===== config.mk =====
export PLATFORM = sky130hd
export DESIGN_NAME = mem_bus_ctrl
export DESIGN_NICKNAME = d
export VERILOG_FILES = /design/src/rtl/mem_bus_ctrl.sv
export SDC_FILE = /design/constraint.sdc
export NUM_CORES = 1
export LEC_CHECK = 0
export CORE_AREA = 2 2 85 87
export CTS_CLUSTER_SIZE = 40
export DETAILED_ROUTE_END_ITERATION = 10
export DIE_AREA = 0 0 87 89
export PLACE_DENSITY_LB_ADDON = 0.2
export SKIP_CTS_REPAIR_TIMING = 1
export SLEW_MARGIN = 20
export SYNTH_ARGS = -nofsm -noshare
export SYNTH_HDL_FRONTEND = slang
export SYNTH_SLANG_ARGS = --single-unit

===== constraint.sdc =====
create_clock -name CLK -period 1.57 [get_ports CLK]
set_clock_uncertainty 0.2 [all_clocks]
set_input_delay 0.157 -clock CLK [delete_from_list [all_inputs] [get_ports CLK]]
set_output_delay 0.157 -clock CLK [all_outputs]
set_load 0.005 [all_outputs]

===== src/rtl/mem_bus_ctrl.sv =====
`timescale 1ns/1ps
`default_nettype none
// ============================================================================
//  Module      : mem_bus_ctrl
//  Description : Bus sequencer between the ForthCPU core and the memory block.
//                Turns byte/word load/store requests (REQ/ACK handshake) into
//                a SETUP / STROBE / HOLD access on the memory port, maps byte
//                addresses onto the 16-bit lanes and zero-extends byte loads.
//                Optional feature macro: MISALIGNED_SPLIT_EN
//                  defined   -> misaligned word accesses become two byte cycles
//                  undefined -> misaligned word accesses end at once with ERR
//  Revision    : 1.0 - initial release
// ============================================================================
module mem_bus_ctrl #(
    parameter int STROBE_CYCLES = 1
) (
    input  logic        CLK,
    input  logic        RESET,
    input  logic        REQ,
    input  logic        WE,
    input  logic        BYTE,
    input  logic [15:0] CPU_ADDR,
    input  logic [15:0] WDATA,
    output logic [15:0] RDATA,
    output logic        ACK,
    output logic        BUSY,
    output logic        ERR,
    output logic [15:0] ADDR,
    output logic [15:0] DIN,
    input  logic [15:0] DOUT,
    output logic        RDN,
    output logic        WR0N,
    output logic        WR1N
);

`ifdef MISALIGNED_SPLIT_EN
    localparam bit SPLIT_EN = 1'b1;
`else
    localparam bit SPLIT_EN = 1'b0;
`endif

    // Strobe down-counter reload: the STROBE state lasts CNT_INIT+1 cycles.
    localparam logic [2:0] CNT_INIT = 3'(STROBE_CYCLES - 1);

    typedef enum logic [2:0] {
        ST_IDLE   = 3'd0,
        ST_SETUP  = 3'd1,
        ST_STROBE = 3'd2,
        ST_HOLD   = 3'd3,
        ST_DONE   = 3'd4
    } state_t;

    state_t      state;
    state_t      state_nxt;
    logic [2:0]  cnt;
    logic        we_q;
    logic        byte_q;
    logic        split_q;
    logic        second_q;
    logic        err_q;
    logic [15:0] wdata_q;
    logic [7:0]  lo_buf;

    logic        misaligned;
    logic        reject;
    logic        both_lanes;

    // A word request on an odd address cannot use a single 16-bit cycle.
    assign misaligned = !BYTE && CPU_ADDR[0];
    // Without the split feature such a request is answered with ERR only.
    assign reject     = misaligned && !SPLIT_EN;
    // Only an aligned word access drives both byte lanes at once.
    assign both_lanes = !byte_q && !split_q;

    // State register.
    always_ff @(posedge CLK) begin
        if (RESET) begin
            state <= ST_IDLE;
        end else begin
            state <= state_nxt;
        end
    end

    // Next-state decode and strobe/handshake outputs.
    always_comb begin
        state_nxt = state;
        RDN       = 1'b1;
        WR0N      = 1'b1;
        WR1N      = 1'b1;
        ACK       = 1'b0;
        ERR       = 1'b0;
        BUSY      = (state != ST_IDLE);
        case (state)
            ST_IDLE: begin
                if (REQ) begin
                    state_nxt = reject ? ST_DONE : ST_SETUP;
                end
            end
            ST_SETUP: begin
                state_nxt = ST_STROBE;
            end
            ST_STROBE: begin
                if (!we_q) begin
                    RDN = 1'b0;
                end else if (both_lanes) begin
                    WR0N = 1'b0;
                    WR1N = 1'b0;
                end else if (ADDR[0]) begin
                    WR1N = 1'b0;
                end else begin
                    WR0N = 1'b0;
                end
                if (cnt == 3'd0) begin
                    state_nxt = ST_HOLD;
                end
            end
            ST_HOLD: begin
                state_nxt = (split_q && !second_q) ? ST_SETUP : ST_DONE;
            end
            ST_DONE: begin
                ACK       = 1'b1;
                ERR       = err_q;
                state_nxt = ST_IDLE;
            end
            default: begin
                state_nxt = ST_IDLE;
            end
        endcase
    end

    // Request latches, memory address/data registers, strobe counter and load capture.
    always_ff @(posedge CLK) begin
        if (RESET) begin
            ADDR     <= 16'h0000;
            DIN      <= 16'h0000;
            RDATA    <= 16'h0000;
            cnt      <= 3'd0;
            we_q     <= 1'b0;
            byte_q   <= 1'b0;
            split_q  <= 1'b0;
            second_q <= 1'b0;
            err_q    <= 1'b0;
            wdata_q  <= 16'h0000;
            lo_buf   <= 8'h00;
        end else begin
            case (state)
                ST_IDLE: begin
                    if (REQ) begin
                        we_q     <= WE;
                        byte_q   <= BYTE;
                        wdata_q  <= WDATA;
                        second_q <= 1'b0;
                        split_q  <= misaligned && SPLIT_EN;
                        err_q    <= reject;
                        // A rejected request never reaches the bus, so leave it untouched.
                        if (!reject) begin
                            ADDR <= CPU_ADDR;
                            DIN  <= (BYTE || misaligned) ? {WDATA[7:0], WDATA[7:0]} : WDATA;
                        end
                    end
                end
                ST_SETUP: begin
                    cnt <= CNT_INIT;
                end
                ST_STROBE: begin
                    if (cnt != 3'd0) begin
                        cnt <= cnt - 3'd1;
                    end
                end
                ST_HOLD: begin
                    if (!we_q) begin
                        if (split_q) begin
                            // First half sits in the high lane; RDATA only changes once both halves are in.
                            if (!second_q) begin
                                lo_buf <= DOUT[15:8];
                            end else begin
                                RDATA <= {DOUT[7:0], lo_buf};
                            end
                        end else if (byte_q) begin
                            RDATA <= {8'h00, ADDR[0] ? DOUT[15:8] : DOUT[7:0]};
                        end else begin
                            RDATA <= DOUT;
                        end
                    end
                    if (split_q && !second_q) begin
                        second_q <= 1'b1;
                        ADDR     <= ADDR + 16'd1;
                        DIN      <= {wdata_q[15:8], wdata_q[15:8]};
                    end
                end
                default: begin
                end
            endcase
        end
    end

endmodule
`default_nettype wire


Yosys cells after proc, flatten, opt, wreduce, memory -nomap -nowiden
Index checks and enable logic that the tools add are counted.
Word-level totals
  register bits after elaboration: 57
  bits of input ports: 53
  output and inout port bits: 54
  word-level logic and storage cells: 60
Operators by class
  add/subtract/negate cells: 1
  equality and inequality tests: 8
  multiplexer cells: 27
  bitwise gates (word level): 2
  reduce and logical (&&, ||, !) cells: 14
Operators with widths (count)
  two-way mux 16 bit: 8
  two-way mux 1 bit: 12
  two-way mux 3 bit: 4
  case mux 3 bit (4 select lines): 1
  two-way mux 8 bit: 1
  inequality test 2 bit, second input constant: 4
  AND reduction 2 bit: 4
  equality test 3 x 2 -> 1 bit, second input constant: 2
  logical NOT 3 bit: 2
  case mux 3 bit (2 select lines): 1
  nonzero test 3 bit: 2
  AND reduction 4 bit: 1
  nonzero test 2 bit: 2
  equality test 3 x 1 -> 1 bit, second input constant: 1
  equality test 3 bit, second input constant: 1
  subtractor 3 x 1 -> 3 bit, second input constant: 1
  inverter 1 bit: 2
  logical AND 1 bit: 1
  logical NOT 1 bit: 1
  logical OR 1 bit: 1

Depth between registers and ports, before layout
  depth in word-level cells: 7
  gate-level depth with buffers: 6
  depth with buffers taken out: 6

Worst setup path after synthesis
Ideal clock, no wire load.
  kind: register to register
  from: reg state[0]
  to: reg ADDR[1]
  library setup time: 122 ps
  data arrival time: 1324 ps
  required time: 1248 ps
  setup slack: -76 ps
  stages on the path, launching flop included: 6
  buffers on the path: 2
  clock period less this slack: 1646 ps
  cells stage by stage: dfxtp_1 > buf_2 > nor4b_4 > and2_4 > buf_4 > o21ai_0
Between the ends
  word-level cells in the longest chain between the ends: 3
  elaborated cells on any way between the ends: 7
  those cells by class: eq/ne: 3; bitwise: 1; reduce/logical: 3
Ends and longest elaborated chain
  from (decl): line 53  | state_t state;
  from (signal assigned): line 80  | state <= state_nxt;
  equality test 3 x 2 -> 1 bit or logical NOT 3 bit (tied branches): line 146  | case (state)
  nonzero test 2 bit (no source line), or another cell as far along
  AND reduction 4 bit (no source line) *
  to (signal assigned): line 187  | ADDR <= ADDR + 16'd1;
  to (decl): line 28  | output logic [15:0] ADDR,
Every way passes the cells marked *; elsewhere a longest branch is shown, timed or not.
A chain may end at the register's enable or synchronous reset.

Worst setup path after layout
  from: reg state[2]
  to: out WR0N
Between the ends
  word-level cells in the longest chain between the ends: 2
Ends and longest elaborated chain
  equality test 3 x 2 -> 1 bit: line 93  | case (state)
  two-way mux 1 bit: line 93
  to (decl): line 32  | output logic WR0N,
Every way passes these cells.

==> results_dict.tcl <==
set metrics [dict create \
    cp.buffers_inverters 1 \
    critPathTopFamily "buffers and inverters" \
    die_area_um2 7740 \
    core-area_um2 6720 \
    clk_pin_slew_worst_paths_ns 0.06 \
    layout_setup_ws_ns -0.262 \
    antenna_found_initial 0 \
    pwr-share-clk_pct 34.1 \
    drcViolationCount 0 \
    syn_area_per_cell_um2 9.10 \
    cts_buffer_depth 2 \
    clock_sinks 57 \
    arrival_ns 1.48 \
    wl_per_cell_um 16.1 \
    worst-setup-path-type "reg -> out" \
    worstSkewPairLatency_ns 0.32 \
    failed_checks "setup timing" \
    p_sw_mw 1.09 \
    intPower_mw 3.01 \
    cpMaxStageDelayCell "clkdlybuf4s50_1" \
    leakage_nw 2.08 \
    clock-root-buffer "clkbuf_8" \
    yosysUniqueCellTypes 39 \
    worst_setup_path_end_kind "output port" \
    area_delta_synth_final_pct 79.3 \
    finalSetupViolCount 40 \
    viasPerCell 5.26 \
    status "finished with violations" \
    antenna_cells 0 \
    final_common_cell "clkdlybuf4s50_1" \
    required_ns 1.21 \
    min_path_type "in -> reg" \
    drive_gt1_share_pct 28.0 \
    grt_use_total_pct 18.4 \
    whs_path_depth 2 \
    period_needed_ns 1.83 \
    power_density_nw_per_um2 899 \
    syn_inst 279 \
    path_cells "nor2_2 > nand4_1 > clkdlybuf4s50_1" \
    drt-pass1-iter-count 4 \
    tightest_slew_ns 0.412 \
    fp.dieH_um 89 \
    r2r_setup_slack_ns -0.25 \
    reg2reg_depth 6 \
    mostFrequentLayoutCells "76 x clkdlybuf4s50_1, 45 x dfxtp_1, 28 x dlymetal6s2s_1" \
    htreeDepth 3 \
    first_global_vias 2436 \
    slew_violations 0 \
    detail-route-antenna-nets 0 \
    first_iter_violations 91 \
    critPathMaxStageDelay_ns 0.46 \
    fin_nets 471 \
    placed_cells 478 \
    placed_area_um2 3950 \
    grt_pass1_wl_mm 11.3 \
    ios 107 \
    yosys_warnings 0 \
    share_seq_of_total_power_pct 40.1 \
    cts_tree "done" \
    synth_seq_cells 57 \
    vias 2634 \
    die_x_um 87 \
    fin_area_um2 4550 \
    layout.cells.non_filler 501 \
    finalHoldViolations 0 \
    irDropWorstVdd_mv 0.511 \
    start_util_pct 37.8 \
    rsz0062_at_grt "true" \
    p_comb_share_pct 25.8 \
    ys_seq_area_share_pct 44.9 \
    slew_headroom_pct 72.5 \
    synth_area_um2 2540 \
    rows 30 \
    cts_buffers 9 \
    cp_max_fo 5 \
    switching_share_pct 26.5 \
    syn_nets 334 \
    grt_max_degree 40 \
    gp_routability_congestion 0.787 \
    grt_overflow 0 \
    io_buffers 106 \
    critPathLaunchType "register" \
    max_freq_ghz 0.546 \
    cap_violations 0 \
    dp_hpwl_mm 5.25 \
    min_period_over_period_pct 117 \
    cp_num_cells 3 \
    routed_wl_mm 8.04 \
]
## stage by stage
step                      setup WS, ns  utilization, %  setup TNS [ns]  hold WS (ns)  total power [mW]
after CTS                       -0.401            61.9           -4.74      -0.00791              4.01
final                           -0.262            67.8           -8.45        0.0490              4.09
after floorplan                -0.0532               -          -0.797         0.104              2.05
after detailed placement        -0.215            58.8           -5.47         0.249              2.61
after global placement          -0.172            58.8           -4.73         0.241              2.60
after global routing            -0.333            67.8          -11.19        0.0453              4.27
## synth_stat cells
master	instances	share of area, %
clkbuf_1	15	2.2
and3_1	2	0.49
and4bb_2	1	0.49
buf_2	6	1.2
nor2_2	1	0.25
nor2b_1	1	0.25
buf_1	1	0.15
o2bb2ai_1	2	0.69
nand4_1	1	0.25
clkinv_1	1	0.15
a21oi_1	18	3.5
and2_1	1	0.25
nand4b_1	24	8.3
nor2_1	14	2.1
nand4bb_1	1	0.44
inv_1	4	0.59
mux2_2	1	0.44
a211oi_1	7	2.1
o21ai_0	15	3.0
mux2i_1	10	3.9
nor3b_1	1	0.30
nand2_1	18	2.7
xnor2_1	1	0.34
ha_1	2	0.99
buf_4	1	0.30
dfxtp_1	57	45
a2111oi_0	1	0.34
o2111ai_1	1	0.34
a311oi_1	8	2.8
and2_4	1	0.34
nand2b_1	24	5.9
a211oi_2	3	1.5
nor4b_4	1	0.94
nand3b_1	2	0.59
buf_6	3	1.3
nand3_1	17	3.3
nor3_1	3	0.59
or3_1	1	0.25
o21ai_1	8	1.6
## area by class of cell
type | count | area, µm²
multi-input cells | 191 | 1410
clock inverters | 4 | 51.3
clock buffers | 12 | 155
well taps | 80 | 100
flip-flops and latches | 57 | 1170
inverters | 5 | 18.8
repair buffers | 152 | 1660
fillers | 526 | 2170
## cells by family after synthesis
kind of cell    count (synthesis)  synth area share [%]
fa+ha+maj                       2                 0.985
mux                            11                  4.38
flops                          57                  44.9
buf+inv                        31                  5.91
simple gates                  114                  27.7
xor+xnor                        1                 0.345
compound gates                 63                  15.8
## layer usage
| metal | vias up | GRT usage (%) | wire (µm) |
|---|---|---|---|
| met5 | - | 0 | 0 |
| met4 | 0 | 4.12 | 15 |
| met3 | 2 | 5.54 | 399 |
| met2 | 75 | 31.0 | 4090 |
| met1 | 1271 | 23.3 | 3540 |
| li1 | 1286 | - | - |
## path summary, 6_finish.rpt
kind / from / endpoint
max: state[2] / WR0N
min: RESET / RDATA[15]
max reg2reg: state[0] / DIN[3]
min reg2reg: RDATA[13] / RDATA[13]
## sequential cells by signal, summed over array words and instances (netlist names)
signal	flops
RDATA	16
err_q	1
ADDR	16
cnt	3
DIN	16
byte_q	1
state	3
we_q	1
## power groups by stage
stage,logic [mW],clock network [mW],registers [mW]
after detailed placement,0.945,0,1.66
after floorplan,0.396,0,1.65
after global routing,1.13,1.49,1.65
final,1.05,1.40,1.64
after CTS,0.948,1.43,1.63
after global placement,0.937,0,1.66
No activity file was read; power rests on OpenSTA's default activity.
